### src/rtl/uart_duplex_cfg.sv
// Full-duplex UART with compile-time frame format.
//   Parameters: CLK_FREQ / BAUD_RATE give the clocks per bit (must be >= 4),
//   DATA_BITS 5..9, PARITY 0 none / 1 even / 2 odd, STOP_BITS 1 or 2.
//   clk, rst          : system clock, asynchronous active-high reset
//   tx_start, tx_data : send request (taken only while TX idle) and payload, LSB first
//   tx, tx_busy, tx_done : serial out (idle high), frame in progress, end-of-frame pulse
//   rx, loopback      : serial in (asynchronous), select internal tx as RX source
//   rx_data, rx_valid, rx_parity_err, rx_frame_err : received payload, update pulse, flags
module uart_duplex_cfg #(
  parameter int CLK_FREQ  = 1000000,
  parameter int BAUD_RATE = 9600,
  parameter int DATA_BITS = 8,
  parameter int PARITY    = 0,
  parameter int STOP_BITS = 1
) (
  input  logic                 clk,
  input  logic                 rst,
  input  logic                 tx_start,
  input  logic [DATA_BITS-1:0] tx_data,
  output logic                 tx,
  output logic                 tx_busy,
  output logic                 tx_done,
  input  logic                 rx,
  input  logic                 loopback,
  output logic [DATA_BITS-1:0] rx_data,
  output logic                 rx_valid,
  output logic                 rx_parity_err,
  output logic                 rx_frame_err
);

  localparam int Cpb = CLK_FREQ / BAUD_RATE;
  localparam int CntW = $clog2(Cpb);
  localparam int BitW = 4;
  localparam logic [CntW-1:0] CntLast  = CntW'(Cpb - 1);
  localparam logic [CntW-1:0] HalfLast = CntW'(Cpb / 2 - 1);
  localparam logic [BitW-1:0] DataLast = BitW'(DATA_BITS - 1);
  localparam logic [BitW-1:0] StopLast = BitW'(STOP_BITS - 1);
  localparam logic OddPar = (PARITY == 2);

  // ---------------------------------------------------------------- TX
  typedef enum logic [2:0] {TxIdle, TxStart, TxData, TxPar, TxStop} tx_state_e;

  tx_state_e            tx_state_q, tx_state_d;
  logic [CntW-1:0]      tx_cnt_q, tx_cnt_d;
  logic [BitW-1:0]      tx_bit_q, tx_bit_d;
  logic [DATA_BITS-1:0] tx_shift_q, tx_shift_d;
  logic                 tx_par_q, tx_par_d;
  logic                 tx_q, tx_d;
  logic                 tx_busy_q, tx_busy_d;
  logic                 tx_done_q, tx_done_d;
  logic                 tx_wrap;

  assign tx_wrap = (tx_cnt_q == CntLast);

  always_comb begin
    tx_state_d = tx_state_q;
    tx_cnt_d   = tx_cnt_q;
    tx_bit_d   = tx_bit_q;
    tx_shift_d = tx_shift_q;
    tx_par_d   = tx_par_q;
    tx_d       = tx_q;
    tx_busy_d  = tx_busy_q;
    tx_done_d  = 1'b0;
    if (tx_state_q != TxIdle) begin
      tx_cnt_d = tx_wrap ? '0 : tx_cnt_q + CntW'(1);
    end
    unique case (tx_state_q)
      TxIdle: begin
        // A request landing in the tx_done cycle is dropped, not queued.
        if (tx_start && !tx_done_q) begin
          tx_shift_d = tx_data;
          tx_par_d   = (^tx_data) ^ OddPar;
          tx_cnt_d   = '0;
          tx_d       = 1'b0;
          tx_busy_d  = 1'b1;
          tx_state_d = TxStart;
        end
      end
      TxStart: begin
        if (tx_wrap) begin
          tx_bit_d   = '0;
          tx_d       = tx_shift_q[0];
          tx_state_d = TxData;
        end
      end
      TxData: begin
        if (tx_wrap) begin
          if (tx_bit_q == DataLast) begin
            tx_bit_d = '0;
            if (PARITY != 0) begin
              tx_d       = tx_par_q;
              tx_state_d = TxPar;
            end else begin
              tx_d       = 1'b1;
              tx_state_d = TxStop;
            end
          end else begin
            tx_bit_d   = tx_bit_q + BitW'(1);
            tx_shift_d = tx_shift_q >> 1;
            tx_d       = tx_shift_q[1];
          end
        end
      end
      TxPar: begin
        if (tx_wrap) begin
          tx_bit_d   = '0;
          tx_d       = 1'b1;
          tx_state_d = TxStop;
        end
      end
      TxStop: begin
        if (tx_wrap) begin
          if (tx_bit_q == StopLast) begin
            tx_busy_d  = 1'b0;
            tx_done_d  = 1'b1;
            tx_state_d = TxIdle;
          end else begin
            tx_bit_d = tx_bit_q + BitW'(1);
          end
        end
      end
      default: tx_state_d = TxIdle;
    endcase
  end

  always_ff @(posedge clk or posedge rst) begin
    if (rst) begin
      tx_state_q <= TxIdle;
      tx_cnt_q   <= '0;
      tx_bit_q   <= '0;
      tx_shift_q <= '0;
      tx_par_q   <= 1'b0;
      tx_q       <= 1'b1;
      tx_busy_q  <= 1'b0;
      tx_done_q  <= 1'b0;
    end else begin
      tx_state_q <= tx_state_d;
      tx_cnt_q   <= tx_cnt_d;
      tx_bit_q   <= tx_bit_d;
      tx_shift_q <= tx_shift_d;
      tx_par_q   <= tx_par_d;
      tx_q       <= tx_d;
      tx_busy_q  <= tx_busy_d;
      tx_done_q  <= tx_done_d;
    end
  end

  assign tx      = tx_q;
  assign tx_busy = tx_busy_q;
  assign tx_done = tx_done_q;

  // ---------------------------------------------------------------- RX
  typedef enum logic [2:0] {RxIdle, RxStart, RxData, RxPar, RxStop, RxWaitHi} rx_state_e;

  rx_state_e            rx_state_q, rx_state_d;
  logic [CntW-1:0]      rx_cnt_q, rx_cnt_d;
  logic [BitW-1:0]      rx_bit_q, rx_bit_d;
  logic [DATA_BITS-1:0] rx_shift_q, rx_shift_d;
  logic                 rx_pbit_q, rx_pbit_d;
  logic                 rx_facc_q, rx_facc_d;
  logic [DATA_BITS-1:0] rx_data_q, rx_data_d;
  logic                 rx_valid_q, rx_valid_d;
  logic                 rx_perr_q, rx_perr_d;
  logic                 rx_ferr_q, rx_ferr_d;
  logic                 rx_meta_q, rx_line_q;
  logic                 rx_wrap, rx_ferr_now;

  assign rx_wrap     = (rx_cnt_q == CntLast);
  assign rx_ferr_now = rx_facc_q | ~rx_line_q;

  always_comb begin
    rx_state_d = rx_state_q;
    rx_cnt_d   = rx_cnt_q;
    rx_bit_d   = rx_bit_q;
    rx_shift_d = rx_shift_q;
    rx_pbit_d  = rx_pbit_q;
    rx_facc_d  = rx_facc_q;
    rx_data_d  = rx_data_q;
    rx_valid_d = 1'b0;
    rx_perr_d  = rx_perr_q;
    rx_ferr_d  = rx_ferr_q;
    if (rx_state_q inside {RxStart, RxData, RxPar, RxStop}) begin
      rx_cnt_d = rx_wrap ? '0 : rx_cnt_q + CntW'(1);
    end
    unique case (rx_state_q)
      RxIdle: begin
        if (!rx_line_q) begin
          rx_cnt_d   = '0;
          rx_state_d = RxStart;
        end
      end
      RxStart: begin
        // Re-check at the start-bit midpoint; a line already back high was a glitch.
        if (rx_cnt_q == HalfLast) begin
          rx_cnt_d   = '0;
          rx_bit_d   = '0;
          rx_state_d = rx_line_q ? RxIdle : RxData;
        end
      end
      RxData: begin
        if (rx_wrap) begin
          rx_shift_d = {rx_line_q, rx_shift_q[DATA_BITS-1:1]};
          if (rx_bit_q == DataLast) begin
            rx_bit_d   = '0;
            rx_facc_d  = 1'b0;
            rx_state_d = (PARITY != 0) ? RxPar : RxStop;
          end else begin
            rx_bit_d = rx_bit_q + BitW'(1);
          end
        end
      end
      RxPar: begin
        if (rx_wrap) begin
          rx_pbit_d  = rx_line_q;
          rx_facc_d  = 1'b0;
          rx_state_d = RxStop;
        end
      end
      RxStop: begin
        if (rx_wrap) begin
          if (rx_bit_q == StopLast) begin
            rx_data_d  = rx_shift_q;
            rx_perr_d  = (PARITY != 0) && (rx_pbit_q != ((^rx_shift_q) ^ OddPar));
            rx_ferr_d  = rx_ferr_now;
            rx_valid_d = 1'b1;
            // A low stop bit may be a break; wait for the line to idle before rearming.
            rx_state_d = rx_ferr_now ? RxWaitHi : RxIdle;
          end else begin
            rx_bit_d  = rx_bit_q + BitW'(1);
            rx_facc_d = rx_ferr_now;
          end
        end
      end
      RxWaitHi: begin
        if (rx_line_q) rx_state_d = RxIdle;
      end
      default: rx_state_d = RxIdle;
    endcase
  end

  always_ff @(posedge clk or posedge rst) begin
    if (rst) begin
      rx_meta_q  <= 1'b1;
      rx_line_q  <= 1'b1;
      rx_state_q <= RxIdle;
      rx_cnt_q   <= '0;
      rx_bit_q   <= '0;
      rx_shift_q <= '0;
      rx_pbit_q  <= 1'b0;
      rx_facc_q  <= 1'b0;
      rx_data_q  <= '0;
      rx_valid_q <= 1'b0;
      rx_perr_q  <= 1'b0;
      rx_ferr_q  <= 1'b0;
    end else begin
      rx_meta_q  <= loopback ? tx_q : rx;
      rx_line_q  <= rx_meta_q;
      rx_state_q <= rx_state_d;
      rx_cnt_q   <= rx_cnt_d;
      rx_bit_q   <= rx_bit_d;
      rx_shift_q <= rx_shift_d;
      rx_pbit_q  <= rx_pbit_d;
      rx_facc_q  <= rx_facc_d;
      rx_data_q  <= rx_data_d;
      rx_valid_q <= rx_valid_d;
      rx_perr_q  <= rx_perr_d;
      rx_ferr_q  <= rx_ferr_d;
    end
  end

  assign rx_data       = rx_data_q;
  assign rx_valid      = rx_valid_q;
  assign rx_parity_err = rx_perr_q;
  assign rx_frame_err  = rx_ferr_q;

endmodule

### config.mk
export PLATFORM = sky130hd
export DESIGN_NAME = uart_duplex_cfg
export DESIGN_NICKNAME = d
export VERILOG_FILES = /design/src/rtl/uart_duplex_cfg.sv
export SDC_FILE = /design/constraint.sdc
export NUM_CORES = 1
export LEC_CHECK = 0
export ABC_AREA = 1
export BUFFER_PORTS_ARGS = -buffer_cell sky130_fd_sc_hd__buf_2
export CAP_MARGIN = 15
export CELL_PAD_IN_SITES_DETAIL_PLACEMENT = 1
export CELL_PAD_IN_SITES_GLOBAL_PLACEMENT = 2
export CORE_AREA = 2 2 106 108
export CTS_CLUSTER_DIAMETER = 40
export DETAILED_ROUTE_END_ITERATION = 16
export DIE_AREA = 0 0 108 110
export GPL_ROUTABILITY_DRIVEN = 0
export PLACE_DENSITY_LB_ADDON = 0.1
export REMOVE_ABC_BUFFERS = 1
export SLEW_MARGIN = 20
export SYNTH_ARGS = -nofsm -noshare
export SYNTH_HDL_FRONTEND = slang
export SYNTH_SLANG_ARGS = --single-unit
export TNS_END_PERCENT = 50
### constraint.sdc
create_clock -name clk -period 2.4 [get_ports clk]
set_input_delay 0.6 -clock clk [delete_from_list [all_inputs] [get_ports clk]]
set_output_delay 0.6 -clock clk [all_outputs]
set_load 0.02 [all_outputs]
==> metrics.md <==
| Metric | Value |
|---|---|
| Status | finished clean |
| Met2 usage | 23.0% |
| Layout area overhead | 15.3% |
| DIE AREA | 11900 sq um |
| Post-Route WL | 7.28 mm |
| Synthesized flop and latch total | 60 |
| Tot GR Track Use | 13.8% |
| Power density over the cells | 835 nW/um^2 |
| Critical Path Fanout Max | 7 |
| IO buf count | 25 |
| XOR/XNOR Fraction of Synth Area | 1.65% |
| Syn. warnings | 0 |
| Initial core utilization | 29.7% |
| CP most frequent cell | nand2_1 |
| Largest family of logic cells by synthesized area | simple AND/OR/NAND/NOR gates |
| EDFF count, synth | 0 |
| Critical Path Sink Type | flop |
| Worst min-delay path category | input port to async pin |
| Via count | 2591 |
| Synth area leaders | dfrtp_1 (45%), nand2_1 (11%), o21ai_0 (5.4%), nand3_1 (4.9%), inv_1 (4.7%) |
| H-tree depth | 3 |
| Die Ht | 110 um |
| Final Power | 3.06 mW |
| Final period util | 71.6% |
| Fin. Hold Viols | 0 |
| Slew Viols, Final | 0 |
| Setup slack, reg-to-reg | 680 ps |
| Setup bufs post-CTS | 0 |
| Initial antenna violation count | 0 |
| HPWL Detailed | 5.24 mm |
| Final net count | 441 |
| M1 GR Usage | 17.0% |
| Clock sink total | 60 |
| Leakage | 1.80 nW |
| Minimum clock period | 1720 ps |
| Startpoint type of the worst setup path | flop |
| GR Overflow Total | 0 |
| Busiest grt layer | met2 |
| Clock transition at path regs | 70 ps |
| Die span in x | 108 um |
| DR WL/cell | 12.9 um |
| TritonCTS clock tree | yes |
| Post-synthesis adder-cell area fraction | 2.76% |
| Largest area contributor in the netlist | dfrtp_1 |
| Setup Skew | 9.66 ps |
| Post-synthesis sequential area ratio | 47.4% |
| Post-Route Setup TNS | 0 ps |
| Syn Inst Count | 389 |
| Post-route setup slack | 681 ps |
| Vias in the first global route | 2712 |
| Cell at the slowest stage of the critical path | dfrtp_1 |
| Synthesized area | 3180 sq um |
| Setup-failing EPs final | 0 |
| Syn avg cell area | 8.17 sq um |
| Detailed Routing Iterations Pass 1 | 4 |
| Initial DRC count | 77 |
| Cts bufs inserted | 9 |
| Clk_lat worst skew | 340 ps |
| Synth top area share | 44.9% |
| Worst Path Class, Setup | flop to flop |
| Hold-fix buffers at CTS | 0 |
| Highest cell delay on the worst timing path | 410 ps |
| Worst Path Required | 2630 ps |
| Antenna viol nets, final | 0 |
| Pre-CTS WS | 646 ps |
| Post-synthesis simple-gate area fraction | 27.2% |
| I/O pin cnt | 27 |
| Cell row count | 38 |
| First-pass GRT wire length | 12.7 mm |
| Mux contribution to synthesized area | 0.354% |
| Layout cell share with drive strength beyond 1 | 20.0% |
| Clk buf depth | 2 |
| Synth unique cells | 39 |
| Crit-path cells | ha_1, nand2_1, clkinv_1, nand3_2, nand2_1, nand2_1, nor2_2, nand2_2, nand2_1, nand2_1 |
| Fmax achieved | 0.582 GHz |
| Vias per inst | 4.58 |
| Root buf cell | clkbuf_8 |
| Synth top cells by count | nand2_1 (95), dfrtp_1 (57), inv_1 (40) |
| Antenna diodes | 0 |
| Largest net degree at the start of global routing | 61 |
| Asr flop ratio synth | 100% |
| RSZ-0062 raised after global routing | false |
| VDD IR-drop max | 0.000390 V |
| Synth Area in Compound Gates | 13.0% |
| DRC | 0 |
| CP arrival | 1950 ps |
| Post-CTS sizing | 0 |
| Primary FF master, synth | dfrtp_1 |
| Most common cell in the netlist | nand2_1 |
| Routing usage on met3 | 3.47% |
| Reported max-cap violation count | 0 |
| CORE AREA | 10700 sq um |
==> cells by family (layout without fill, tap and decap cells) <==
kind of cell	after synthesis	in the layout
AND/OR/NAND/NOR	192	192
adder cells (fa/ha/maj)	7	7
XOR/XNOR	6	6
other	1	1
flip-flops	60	60
AO/OA/AOI/OAI	70	70
buffers and inverters	52	89
multiplexers	1	1
==> critical path, delay by kind of cell (launching register included) <==
| family | cells | cell delay (ps) |
|---|---|---|
| buffers and inverters | 1 | 60 |
| AND/OR/NAND/NOR | 8 | 920 |
| adder cells (fa/ha/maj) | 1 | 210 |
| flip-flops | 1 | 410 |
==> report_power, final <==
| part | internal, mW | switching [mW] |
|---|---|---|
| Clock | 0.611 | 0.432 |
| Combinational | 0.255 | 0.468 |
| Sequential | 1.18 | 0.115 |
| Total | 2.04 | 1.02 |
==> cell usage in the layout (no fill, tap or decap), drive strengths merged, types with 3 or more instances in the layout <==
| cell | count |
|---|---|
| nand2 | 102 |
| dfrtp | 57 |
| o21ai | 51 |
| inv | 45 |
| nor2 | 42 |
| nand3 | 33 |
| buf | 27 |
| a21oi | 11 |
| clkbuf | 10 |
| or2 | 9 |
| ha | 7 |
| xor2 | 4 |
| o21a | 3 |
| clkinvlp | 3 |
| dfstp | 3 |
| nand4 | 3 |
==> path summary, 6_finish.rpt <==
path                                  startpoint                         to  cells after the start
max                        rx_cnt_q[0]$_DFF_PP0_  rx_state_q[1]$_DFFE_PP0P_                     10
min                                          rst      tx_cnt_q[4]$_DFF_PP0_                      3
max reg2reg                rx_cnt_q[0]$_DFF_PP0_  rx_state_q[1]$_DFFE_PP0P_                     10
min reg2reg                  rx_meta_q$_DFF_PP1_        rx_line_q$_DFF_PP1_                      0
max in group asynchronous                    rst        rx_line_q$_DFF_PP1_                      3
min in group clk             rx_meta_q$_DFF_PP1_        rx_line_q$_DFF_PP1_                      0
==> area by class of cell <==
| class | instances | area (sq um) |
|---|---|---|
| fillers | 1304 | 7030 |
| flip-flops and latches | 60 | 1510 |
| multi-input cells | 277 | 1430 |
| well taps | 140 | 175 |
| inverters | 46 | 173 |
| repair buffers | 27 | 153 |
| clock buffers | 10 | 138 |
| clock inverters | 6 | 87.6 |
==> metrics by stage <==
step                      instances  util [%]  hold WS [ps]  area, sq um
final                           566      34.2           317         3660
after global routing            566      34.2           339         3660
after CTS                       566      34.2           326         3660
after detailed placement        550      32.1           356         3440
after global placement          550      32.1           346         3440
after floorplan                 383         -           345         3110
==> flip-flops by register name (all words and copies together), names as in the netlist <==
name / count
rx_bit_q: 4
rx_cnt_q: 7
rx_data: 8
rx_facc_q: 1
rx_frame_err: 1
rx_line_q: 1
rx_meta_q: 1
rx_shift_q: 8
rx_state_q: 3
rx_valid: 1
tx: 1
tx_bit_q: 4
tx_busy: 1
tx_cnt_q: 7
tx_done: 1
tx_shift_q: 8
tx_state_q: 3
==> routing by layer <==
layer	wire, um	vias up
met1	3390	1248
li1	-	1314
met4	121	0
met3	175	11
met2	3590	18
met5	0	-
(Power assumes the default switching activity.)
